**config.mk**
```make
export PLATFORM = sky130hd
export DESIGN_NAME = tone_detector
export DESIGN_NICKNAME = d
export VERILOG_FILES = /design/src/rtl/tone_detector.sv
export SDC_FILE = /design/constraint.sdc
export NUM_CORES = 1
export LEC_CHECK = 0
export CORE_MARGIN = 4
export CORE_UTILIZATION = 31
export CTS_CLUSTER_SIZE = 14
export DETAILED_ROUTE_END_ITERATION = 8
export PLACE_DENSITY = 0.45
export SLEW_MARGIN = 15
export SYNTH_ARGS = -nofsm -noshare
export SYNTH_HDL_FRONTEND = slang
export SYNTH_SLANG_ARGS = --single-unit
```
**constraint.sdc**
```tcl
create_clock -name iCLK -period 3.5 [get_ports iCLK]
set_clock_uncertainty 0.15 [all_clocks]
set_input_delay 0.875 -clock iCLK [delete_from_list [all_inputs] [get_ports iCLK]]
set_output_delay 0.875 -clock iCLK [all_outputs]
set_load 0.01 [all_outputs]
```
**src/rtl/tone_detector.sv**
```systemverilog
// Receive-side tone detector: measures the period of a 1-bit square wave,
// locks on a stable tone, classifies it as one of eight notes C4..C5 and flags silence.
module tone_detector #(
  parameter int CNT_W      = 20,
  parameter int MIN_PERIOD = 1000,
  parameter int TIMEOUT    = 262143,
  parameter int TOL        = 1024,
  parameter int LOCK_CNT   = 4
) (
  input  logic             iCLK,
  input  logic             iRST_N,
  input  logic             iSOUND,
  output logic [CNT_W-1:0] oPERIOD,
  output logic             oVALID,
  output logic             oLOCK,
  output logic             oSILENT,
  output logic [2:0]       oNOTE,
  output logic             oNOTE_OK
);

  localparam int MW = $clog2(LOCK_CNT) + 1;

  localparam logic [CNT_W-1:0] MIN_P   = CNT_W'(MIN_PERIOD);
  localparam logic [CNT_W-1:0] TMO     = CNT_W'(TIMEOUT);
  localparam logic [CNT_W:0]   TOL_W   = (CNT_W+1)'(TOL);
  localparam logic [MW-1:0]    LOCK_AT = MW'(LOCK_CNT - 1);

  localparam logic [CNT_W-1:0] TH_C4  = CNT_W'(32'd180689);
  localparam logic [CNT_W-1:0] TH_D4  = CNT_W'(32'd160975);
  localparam logic [CNT_W-1:0] TH_E4  = CNT_W'(32'd147428);
  localparam logic [CNT_W-1:0] TH_F4  = CNT_W'(32'd135361);
  localparam logic [CNT_W-1:0] TH_G4  = CNT_W'(32'd120593);
  localparam logic [CNT_W-1:0] TH_A4  = CNT_W'(32'd107437);
  localparam logic [CNT_W-1:0] TH_B4  = CNT_W'(32'd98398);
  localparam logic [CNT_W-1:0] RNG_LO = CNT_W'(32'd92690);
  localparam logic [CNT_W-1:0] RNG_HI = CNT_W'(32'd196846);

  typedef enum logic [1:0] {
    ST_SILENT  = 2'd0,
    ST_ACQUIRE = 2'd1,
    ST_LOCKED  = 2'd2
  } state_e;

  function automatic logic [2:0] classify(input logic [CNT_W-1:0] p);
    logic [2:0] n;
    if      (p >= TH_C4) n = 3'd0;
    else if (p >= TH_D4) n = 3'd1;
    else if (p >= TH_E4) n = 3'd2;
    else if (p >= TH_F4) n = 3'd3;
    else if (p >= TH_G4) n = 3'd4;
    else if (p >= TH_A4) n = 3'd5;
    else if (p >= TH_B4) n = 3'd6;
    else                 n = 3'd7;
    return n;
  endfunction

  function automatic logic in_range(input logic [CNT_W-1:0] p);
    return (p >= RNG_LO) && (p <= RNG_HI);
  endfunction

  state_e           state_q, state_d;
  logic             sync1_q, sync2_q, sync3_q, edge_q;
  logic [CNT_W-1:0] cnt_q, cnt_d;
  logic [CNT_W-1:0] prev_q, prev_d;
  logic             prev_valid_q, prev_valid_d;
  logic [MW-1:0]    match_q, match_d;
  logic [CNT_W-1:0] period_q, period_d;
  logic             valid_q, valid_d;
  logic             lock_q, lock_d;
  logic             silent_q, silent_d;
  logic [2:0]       note_q, note_d;
  logic             range_q, range_d;
  logic             note_ok_q, note_ok_d;

  logic             accept_s, timeout_s, capture_s, match_s;
  logic [CNT_W:0]   cnt_ext_s, prev_ext_s, diff_s;
  logic [MW-1:0]    match_inc_s;

  // Input synchronizer and rising-edge detect register
  always_ff @(posedge iCLK or negedge iRST_N) begin
    if (!iRST_N) begin
      sync1_q <= 1'b0;
      sync2_q <= 1'b0;
      sync3_q <= 1'b0;
      edge_q  <= 1'b0;
    end else begin
      sync1_q <= iSOUND;
      sync2_q <= sync1_q;
      sync3_q <= sync2_q;
      edge_q  <= sync2_q & ~sync3_q;
    end
  end

  assign accept_s    = edge_q & ((state_q == ST_SILENT) | (cnt_q >= MIN_P));
  assign capture_s   = accept_s & (state_q != ST_SILENT);
  assign timeout_s   = (cnt_q == TMO);
  assign cnt_ext_s   = {1'b0, cnt_q};
  assign prev_ext_s  = {1'b0, prev_q};
  assign diff_s      = (cnt_ext_s >= prev_ext_s) ? (cnt_ext_s - prev_ext_s)
                                                 : (prev_ext_s - cnt_ext_s);
  assign match_s     = prev_valid_q & (diff_s <= TOL_W);
  assign match_inc_s = match_q + MW'(1);

  // Next-state, period capture, lock and classification logic
  always_comb begin
    state_d      = state_q;
    prev_d       = prev_q;
    prev_valid_d = prev_valid_q;
    match_d      = match_q;
    period_d     = period_q;
    valid_d      = 1'b0;
    lock_d       = lock_q;
    silent_d     = silent_q;
    note_d       = note_q;
    range_d      = range_q;

    if (accept_s) begin
      cnt_d = CNT_W'(1);
    end else if (timeout_s) begin
      cnt_d = TMO;
    end else begin
      cnt_d = cnt_q + CNT_W'(1);
    end

    // An edge on the timeout cycle takes priority over declaring silence
    if (accept_s) begin
      case (state_q)
        ST_SILENT: begin
          state_d      = ST_ACQUIRE;
          match_d      = {MW{1'b0}};
          prev_valid_d = 1'b0;
          silent_d     = 1'b0;
        end
        ST_ACQUIRE: begin
          if (match_s) begin
            match_d = match_inc_s;
            if (match_inc_s == LOCK_AT) begin
              state_d = ST_LOCKED;
              lock_d  = 1'b1;
            end else begin
              state_d = ST_ACQUIRE;
            end
          end else begin
            match_d = {MW{1'b0}};
          end
        end
        ST_LOCKED: begin
          if (match_s) begin
            state_d = ST_LOCKED;
          end else begin
            state_d = ST_ACQUIRE;
            match_d = {MW{1'b0}};
            lock_d  = 1'b0;
          end
        end
        default: begin
          state_d = ST_SILENT;
          lock_d  = 1'b0;
        end
      endcase

      if (capture_s) begin
        period_d     = cnt_q;
        valid_d      = 1'b1;
        prev_d       = cnt_q;
        prev_valid_d = 1'b1;
        range_d      = in_range(cnt_q);
        if (in_range(cnt_q)) begin
          note_d = classify(cnt_q);
        end else begin
          note_d = note_q;
        end
      end else begin
        period_d = period_q;
      end
    end else if (timeout_s) begin
      state_d      = ST_SILENT;
      silent_d     = 1'b1;
      lock_d       = 1'b0;
      match_d      = {MW{1'b0}};
      prev_valid_d = 1'b0;
    end else begin
      state_d = state_q;
    end

    note_ok_d = lock_d & range_d;
  end

  // State and output registers
  always_ff @(posedge iCLK or negedge iRST_N) begin
    if (!iRST_N) begin
      state_q      <= ST_SILENT;
      cnt_q        <= {CNT_W{1'b0}};
      prev_q       <= {CNT_W{1'b0}};
      prev_valid_q <= 1'b0;
      match_q      <= {MW{1'b0}};
      period_q     <= {CNT_W{1'b0}};
      valid_q      <= 1'b0;
      lock_q       <= 1'b0;
      silent_q     <= 1'b1;
      note_q       <= 3'd0;
      range_q      <= 1'b0;
      note_ok_q    <= 1'b0;
    end else begin
      state_q      <= state_d;
      cnt_q        <= cnt_d;
      prev_q       <= prev_d;
      prev_valid_q <= prev_valid_d;
      match_q      <= match_d;
      period_q     <= period_d;
      valid_q      <= valid_d;
      lock_q       <= lock_d;
      silent_q     <= silent_d;
      note_q       <= note_d;
      range_q      <= range_d;
      note_ok_q    <= note_ok_d;
    end
  end

  assign oPERIOD  = period_q;
  assign oVALID   = valid_q;
  assign oLOCK    = lock_q;
  assign oSILENT  = silent_q;
  assign oNOTE    = note_q;
  assign oNOTE_OK = note_ok_q;

endmodule

```
# Word-level counts from Yosys, hierarchy flattened
# Index checks and enable logic that the tools add are counted.
[totals]
regBits = 58
output_inout_bits = 27
word_cells = 94
[classes]
addsub = 4
order_cmp = 12
n_eq_ne = 9
muxes = 37
bitwise_logic = 7
reduce_logical = 10
[ops]
columns = ["operator", "n"]
rows = [
  ["20-bit by 17-bit greater-or-equal comparator with 1-bit output (second input constant)", 4],
  ["20-bit by 18-bit greater-or-equal comparator with 1-bit output (second input constant)", 4],
  ["20-bit by 20-bit subtractor with 21-bit output", 2],
  ["20-bit two-way mux", 2],
  ["3-bit two-way mux", 8],
  ["21-bit by 11-bit <= comparator with 1-bit output (second input constant)", 1],
  ["21-bit two-way mux", 1],
  ["20-bit by 1-bit adder with 20-bit output (second input constant)", 1],
  ["20-bit by 18-bit equality test with 1-bit output (second input constant)", 1],
  ["20-bit by 10-bit greater-or-equal comparator with 1-bit output (second input constant)", 1],
  ["20-bit greater-or-equal comparator", 1],
  ["20-bit by 18-bit <= comparator with 1-bit output (second input constant)", 1],
  ["1-bit two-way mux", 16],
  ["2-bit two-way mux", 7],
  ["3-bit case mux with 3 select lines", 1],
  ["2-bit AND reduction", 4],
  ["3-bit inequality test (second input constant)", 2],
  ["2-bit case mux with 3 select lines", 1],
  ["3-bit AND reduction", 2],
  ["1-bit AND", 5],
  ["4-bit by 1-bit inequality test with 1-bit output (second input constant)", 1],
  ["2-bit nonzero test", 2],
  ["3-bit by 1-bit adder with 3-bit output (second input constant)", 1],
  ["3-bit by 2-bit equality test with 1-bit output (second input constant)", 1],
  ["other kinds (9)", 9],
]

# Logic depth before layout (Yosys ltp)
[logic_depth]
word_depth = 8
ltp_mapped = 14

# Worst setup path after synthesis
# OpenSTA, ideal clock, no wires.
[synth_timing]
path_kind = "register -> register"
from = "register cnt_q[2]"
to = "register state_q[1]"
setup_ns = 0.124
arrival_ns = 3.091
required_time_ns = 3.226
slack_ns = 0.135
stages_incl_launch_ff = 13
path_buffers = 2
cell_sequence = "dfrtp_1 -> clkbuf_1 -> inv_1 -> ha_1 -> xor2_1 -> or4_1 -> a221oi_1 -> nand4_1 -> a2111o_1 -> and3_1 -> buf_2 -> o311a_1 -> a211o_1"
[synth_between]
elab_chain_len = 7
elab_cells_between_ends = 16
[synth_rtl]
columns = ["element", "line_no", "source"]
rows = [
  ["from (decl)", "63", "logic [CNT_W-1:0] cnt_q, cnt_d;"],
  ["from (signal assigned)", "193", "cnt_q <= {CNT_W{1'b0}};"],
  ["from (signal assigned)", "206", "cnt_q <= cnt_d;"],
  ["20-bit by 20-bit subtractor with 21-bit output (tied with other cells)", "100", ": (prev_ext_s - cnt_ext_s);"],
  ["21-bit two-way mux", "99", "assign diff_s = (cnt_ext_s >= prev_ext_s) ? (cnt_ext_s - prev_ext_s)"],
  ["21-bit by 11-bit <= comparator with 1-bit output", "101", "assign match_s = prev_valid_q & (diff_s <= TOL_W);"],
  ["1-bit AND", "101", ""],
  ["2-bit two-way mux", "148", "if (match_s) begin"],
  ["2-bit case mux with 3 select lines", "127", "case (state_q)"],
  ["2-bit two-way mux", "126", "if (accept_s) begin"],
  ["to (signal assigned)", "205", "state_q <= state_d;"],
  ["to (decl)", "61", "state_e state_q, state_d;"],
]
# Several ways; a longest one is shown, not always the timed one.
# A chain may end at the register's enable or synchronous reset.

# Worst setup path after layout
[layout_timing]
from = "register cnt_q[7]"
to = "register note_ok_q, in the netlist oNOTE_OK"
[layout_between]
elab_chain_len = 8
elab_cells_between_ends = 22
[layout_rtl]
columns = ["element", "line_no", "source"]
rows = [
  ["20-bit by 20-bit subtractor with 21-bit output (tied with other cells)", "100", ""],
  ["21-bit two-way mux", "99", ""],
  ["21-bit by 11-bit <= comparator with 1-bit output", "101", ""],
  ["1-bit AND", "101", ""],
  ["1-bit two-way mux (on tied branches)", "148, 135", ""],
  ["1-bit case mux with 3 select lines", "127", ""],
  ["1-bit two-way mux", "126", ""],
  ["1-bit AND *", "186", "note_ok_d = lock_d & range_d;"],
  ["via note_ok_d", "73", "logic note_ok_q, note_ok_d;"],
  ["to (signal assigned)", "216", "note_ok_q <= note_ok_d;"],
  ["to (decl)", "73", ""],
]
# Mark *: on every way through the listed nets, which the timed path passes. The rest lies on a longest branch.

==> flow_metrics.py <==
metrics = {
    "timing": {
        "fin_ws_ns": -0.0226,
        "worstMarginPinSlew_ns": 0.536,
        "tns_ns": -0.0280,
        "max_freq_mhz": 284,
        "drv_slew": 0,
        "hold_viol": 0,
        "slew_headroom_pct": 63.3,
        "setup_viol": 3,
        "hold_ws_ns": 0.203,
        "post-route-period-util_pct": 101,
        "rsz0062_at_grt": "yes",
        "finalCriticalPeriod_ns": 3.52,
    },
    "clock_tree": {
        "cts_max_level": 3,
        "numCtsBuffers": 9,
        "clkTransAtPathRegs_ns": 0.05,
        "cts.path.max_buffers": 2,
        "clk_latency_ns": 0.33,
        "clockRootBuffer": "clkbuf_16",
        "tritoncts": "done",
        "clkSinkCount": 58,
    },
    "status": {
        "violations": "negative setup slack",
        "status": "complete, but fails checks",
    },
    "worst_setup_path": {
        "path_max_fanout": 7,
        "reg2reg_setup_slack_ns": -0.02,
        "crit_path_start_kind": "flop",
        "crit_arrival_ns": 3.62,
        "cp_data_required_time_ns": 3.59,
        "critPathKind": "reg2reg",
        "critPathCaptureType": "flop",
    },
    "drt": {
        "drc": 0,
        "wl_per_cell_um": 18.2,
        "drtIter0Drc": 378,
        "vias": 5993,
        "drt-total-wl_mm": 20.1,
        "via_per_inst": 5.43,
        "ant_nets": 0,
        "first_pass_iters": 5,
    },
    "flow_run": {
        "drv_cap": 0,
    },
    "worst_hold_path": {
        "hold_class": "reg2reg",
    },
    "placed_design": {
        "io_buffers": 29,
        "dp.cells": 1068,
        "hpwl_mm": 15.8,
        "finalWeightedCongestion": 0.957,
        "place_ws_ns": -0.440,
    },
    "yosys": {
        "netlist_instances": 706,
        "async_flop_share_pct": 100,
        "synth_mux_area_share_pct": 0.570,
        "synth_edf_count": 0,
        "synth.distinct_cells": 71,
        "synth_top_family_by_area": "compound AO/OA/AOI/OAI gates",
        "synth-xor-area-share_pct": 5.43,
        "yosysWarnings": 0,
        "synth.avg_cell_area_sq_um": 7.77,
        "yosys.area_share.simple_pct": 20.9,
        "synth_compound_area_share_pct": 27.9,
        "synth-seq-area-share_pct": 26.5,
        "synthAdderAreaFrac_pct": 11.4,
        "ys_ff_latch": 58,
        "synth_ff_type": "dfrtp_1",
        "mappedNetlistArea_sq_mm": 0.00548,
        "synth_fp_nets": 759,
    },
    "pwr": {
        "p_leak_uw": 0.00348,
        "switching_share_pct": 41.4,
        "p_sw_uw": 1690,
        "clockPowerShare_pct": 19.5,
        "powerDensity_mw_per_mm2": 508,
        "ir_drop_mv": 0.300,
        "total_power_uw": 4090,
        "power_frac_comb_pct": 61.8,
        "pwr-share-seq_pct": 18.7,
        "p_int_uw": 2400,
    },
    "global_route": {
        "antenna_found_initial": 0,
        "grt_pass1_vias": 5903,
        "grt_max_degree": 43,
        "overflow": 0,
        "grtUsageTotal_pct": 20.1,
        "grt_pass1_wl_mm": 32.1,
    },
    "die": {
        "initial_utilization_pct": 31.7,
        "die_x_um": 141,
        "fp-row-count": 48,
        "die_area_sq_mm": 0.0199,
        "die_height_um": 141,
        "io-pin-count": 30,
        "design.core.area_sq_mm": 0.0173,
    },
    "final_layout": {
        "fin_cells": 1103,
        "n_antenna_cell": 0,
        "syn2layout_area_growth_pct": 46.5,
        "drive_gt1_share_pct": 30.3,
        "nets": 926,
    },
}
cells in the final DEF, fill, tap and decap left out, drive strengths merged, types with 7 or more instances in the layout:
master         count
a21oi             69
dfrtp             57
o21a              18
or4                7
nor3              14
and3               8
nand3             28
buf              169
xnor2             27
nor2              37
clkdlybuf4s50     28
nand2             68
clkbuf            12
nor4              14
ha                50
a31oi              8
o21ai             61
nand4             17
xor2               7
inv               55
a21o               7
flip-flops by register name, indices dropped and copies added, names as in the netlist:
register and cells:
sync3_q 1, oPERIOD 20, oNOTE 3, oLOCK 1, prev_valid_q 1, sync2_q 1
state_q 2, oSILENT 1, oVALID 1, match_q 3, oNOTE_OK 1, sync1_q 1
range_q 1, cnt_q 20, edge_q 1
synthesized netlist by cell type (all sizes together), types with 3 or more instances:
cell | instances | area share [%]
a2111oi | 5 | 0.82
a211o | 3 | 0.48
a211oi | 6 | 1.1
a21o | 7 | 0.96
a21oi | 69 | 6.5
a221oi | 3 | 0.48
a22oi | 3 | 0.41
a311oi | 5 | 0.80
a31oi | 8 | 1.0
a41oi | 3 | 0.48
and2 | 5 | 0.57
and3 | 8 | 0.91
and4 | 5 | 0.80
buf | 18 | 1.7
clkbuf | 24 | 1.6
clkinv | 3 | 0.21
dfrtp | 57 | 26
ha | 50 | 11
inv | 55 | 3.8
nand2 | 68 | 4.7
nand2b | 4 | 0.46
nand3 | 28 | 2.6
nand3b | 3 | 0.41
nand4 | 17 | 2.1
nor2 | 37 | 2.5
nor2b | 6 | 0.68
nor3 | 14 | 1.3
nor4 | 14 | 1.6
o2111ai | 3 | 0.48
o211ai | 5 | 0.68
o21a | 18 | 2.5
o21ai | 61 | 5.6
o21bai | 5 | 0.68
o22ai | 3 | 0.34
o31a | 3 | 0.48
o31ai | 6 | 0.82
or3 | 3 | 0.34
or4 | 7 | 0.96
xnor2 | 27 | 4.3
xor2 | 7 | 1.1
logic make-up after synthesis:
family	count (synthesis)
buffers and inverters	100
XOR/XNOR	34
AND/OR/NAND/NOR	226
flip-flops	58
adder cells (fa/ha/maj)	50
AO/OA/AOI/OAI	235
multiplexers	3
power by group through the flow:
| stage | Clock, uW | Sequential [uW] | Combinational (uW) |
|---|---|---|---|
| final | 798 | 764 | 2520 |
| after global routing | 857 | 769 | 2680 |
| after CTS | 821 | 760 | 2170 |
| after detailed placement | 0 | 758 | 1840 |
| after global placement | 0 | 750 | 1860 |
| after floorplan | 0 | 763 | 1090 |
worst max-delay path, stage by stage (launching register included):
cell and delay, ns:
dfrtp_1 0.40, buf_4 0.18, inv_1 0.06, ha_1 0.22
buf_4 0.17, a21o_1 0.22, o31a_1 0.29, a2111o_1 0.42
nand3_1 0.12, o2111a_1 0.26, o2111ai_4 0.17, buf_6 0.17
or4_4 0.42, a211oi_2 0.18
metal layers:
metal  track usage [%]  vias up  share of wire [%]  routed length (um)
met4              5.66        0                2.0                 409
met3              1.59       24                3.3                 672
met1              28.3     2901                 48                9640
met2              33.0      166                 47                9380
li1                  -     2902                  -                   -
met5                 0        -                  0                   0
path summary, 6_finish.rpt:
| kind | from | end | cells after the start |
|---|---|---|---|
| min | sync1_q$_DFF_PN0_ | sync2_q$_DFF_PN0_ | 0 |
| max in group asynchronous | iRST_N | oPERIOD[13]$_DFFE_PN0P_ | 2 |
| min reg2reg | sync1_q$_DFF_PN0_ | sync2_q$_DFF_PN0_ | 0 |
| max | cnt_q[7]$_DFF_PN0_ | oNOTE_OK$_DFF_PN0_ | 13 |
| min in group asynchronous | iRST_N | cnt_q[1]$_DFF_PN0_ | 1 |
| max reg2reg | cnt_q[7]$_DFF_PN0_ | oNOTE_OK$_DFF_PN0_ | 13 |
cell type report:
type / count / area, sq um
repair buffers: 198 / 1620
clock inverters: 5 / 30.0
inverters: 58 / 218
multi-input cells: 548 / 4190
fillers: 1681 / 9260
clock buffers: 11 / 243
flip-flops and latches: 58 / 1460
well taps: 225 / 282
per-stage QoR:
step	cell area, sq um	utilization, %
3_5_place_dp	7020	40.6
2_1_floorplan	5480	-
3_3_place_gp	7020	40.6
4_1_cts	7780	45.0
6_report	8040	46.5
5_1_grt	8040	46.5
timing repair:
action	CTS	global route
hold buffers	0	0
cloned	1	0
setup buffers	13	7
pin swaps	29	11
endpoints found under the setup margin	7	7
resized for setup	72	48
No activity file was read; power rests on OpenSTA's default activity.
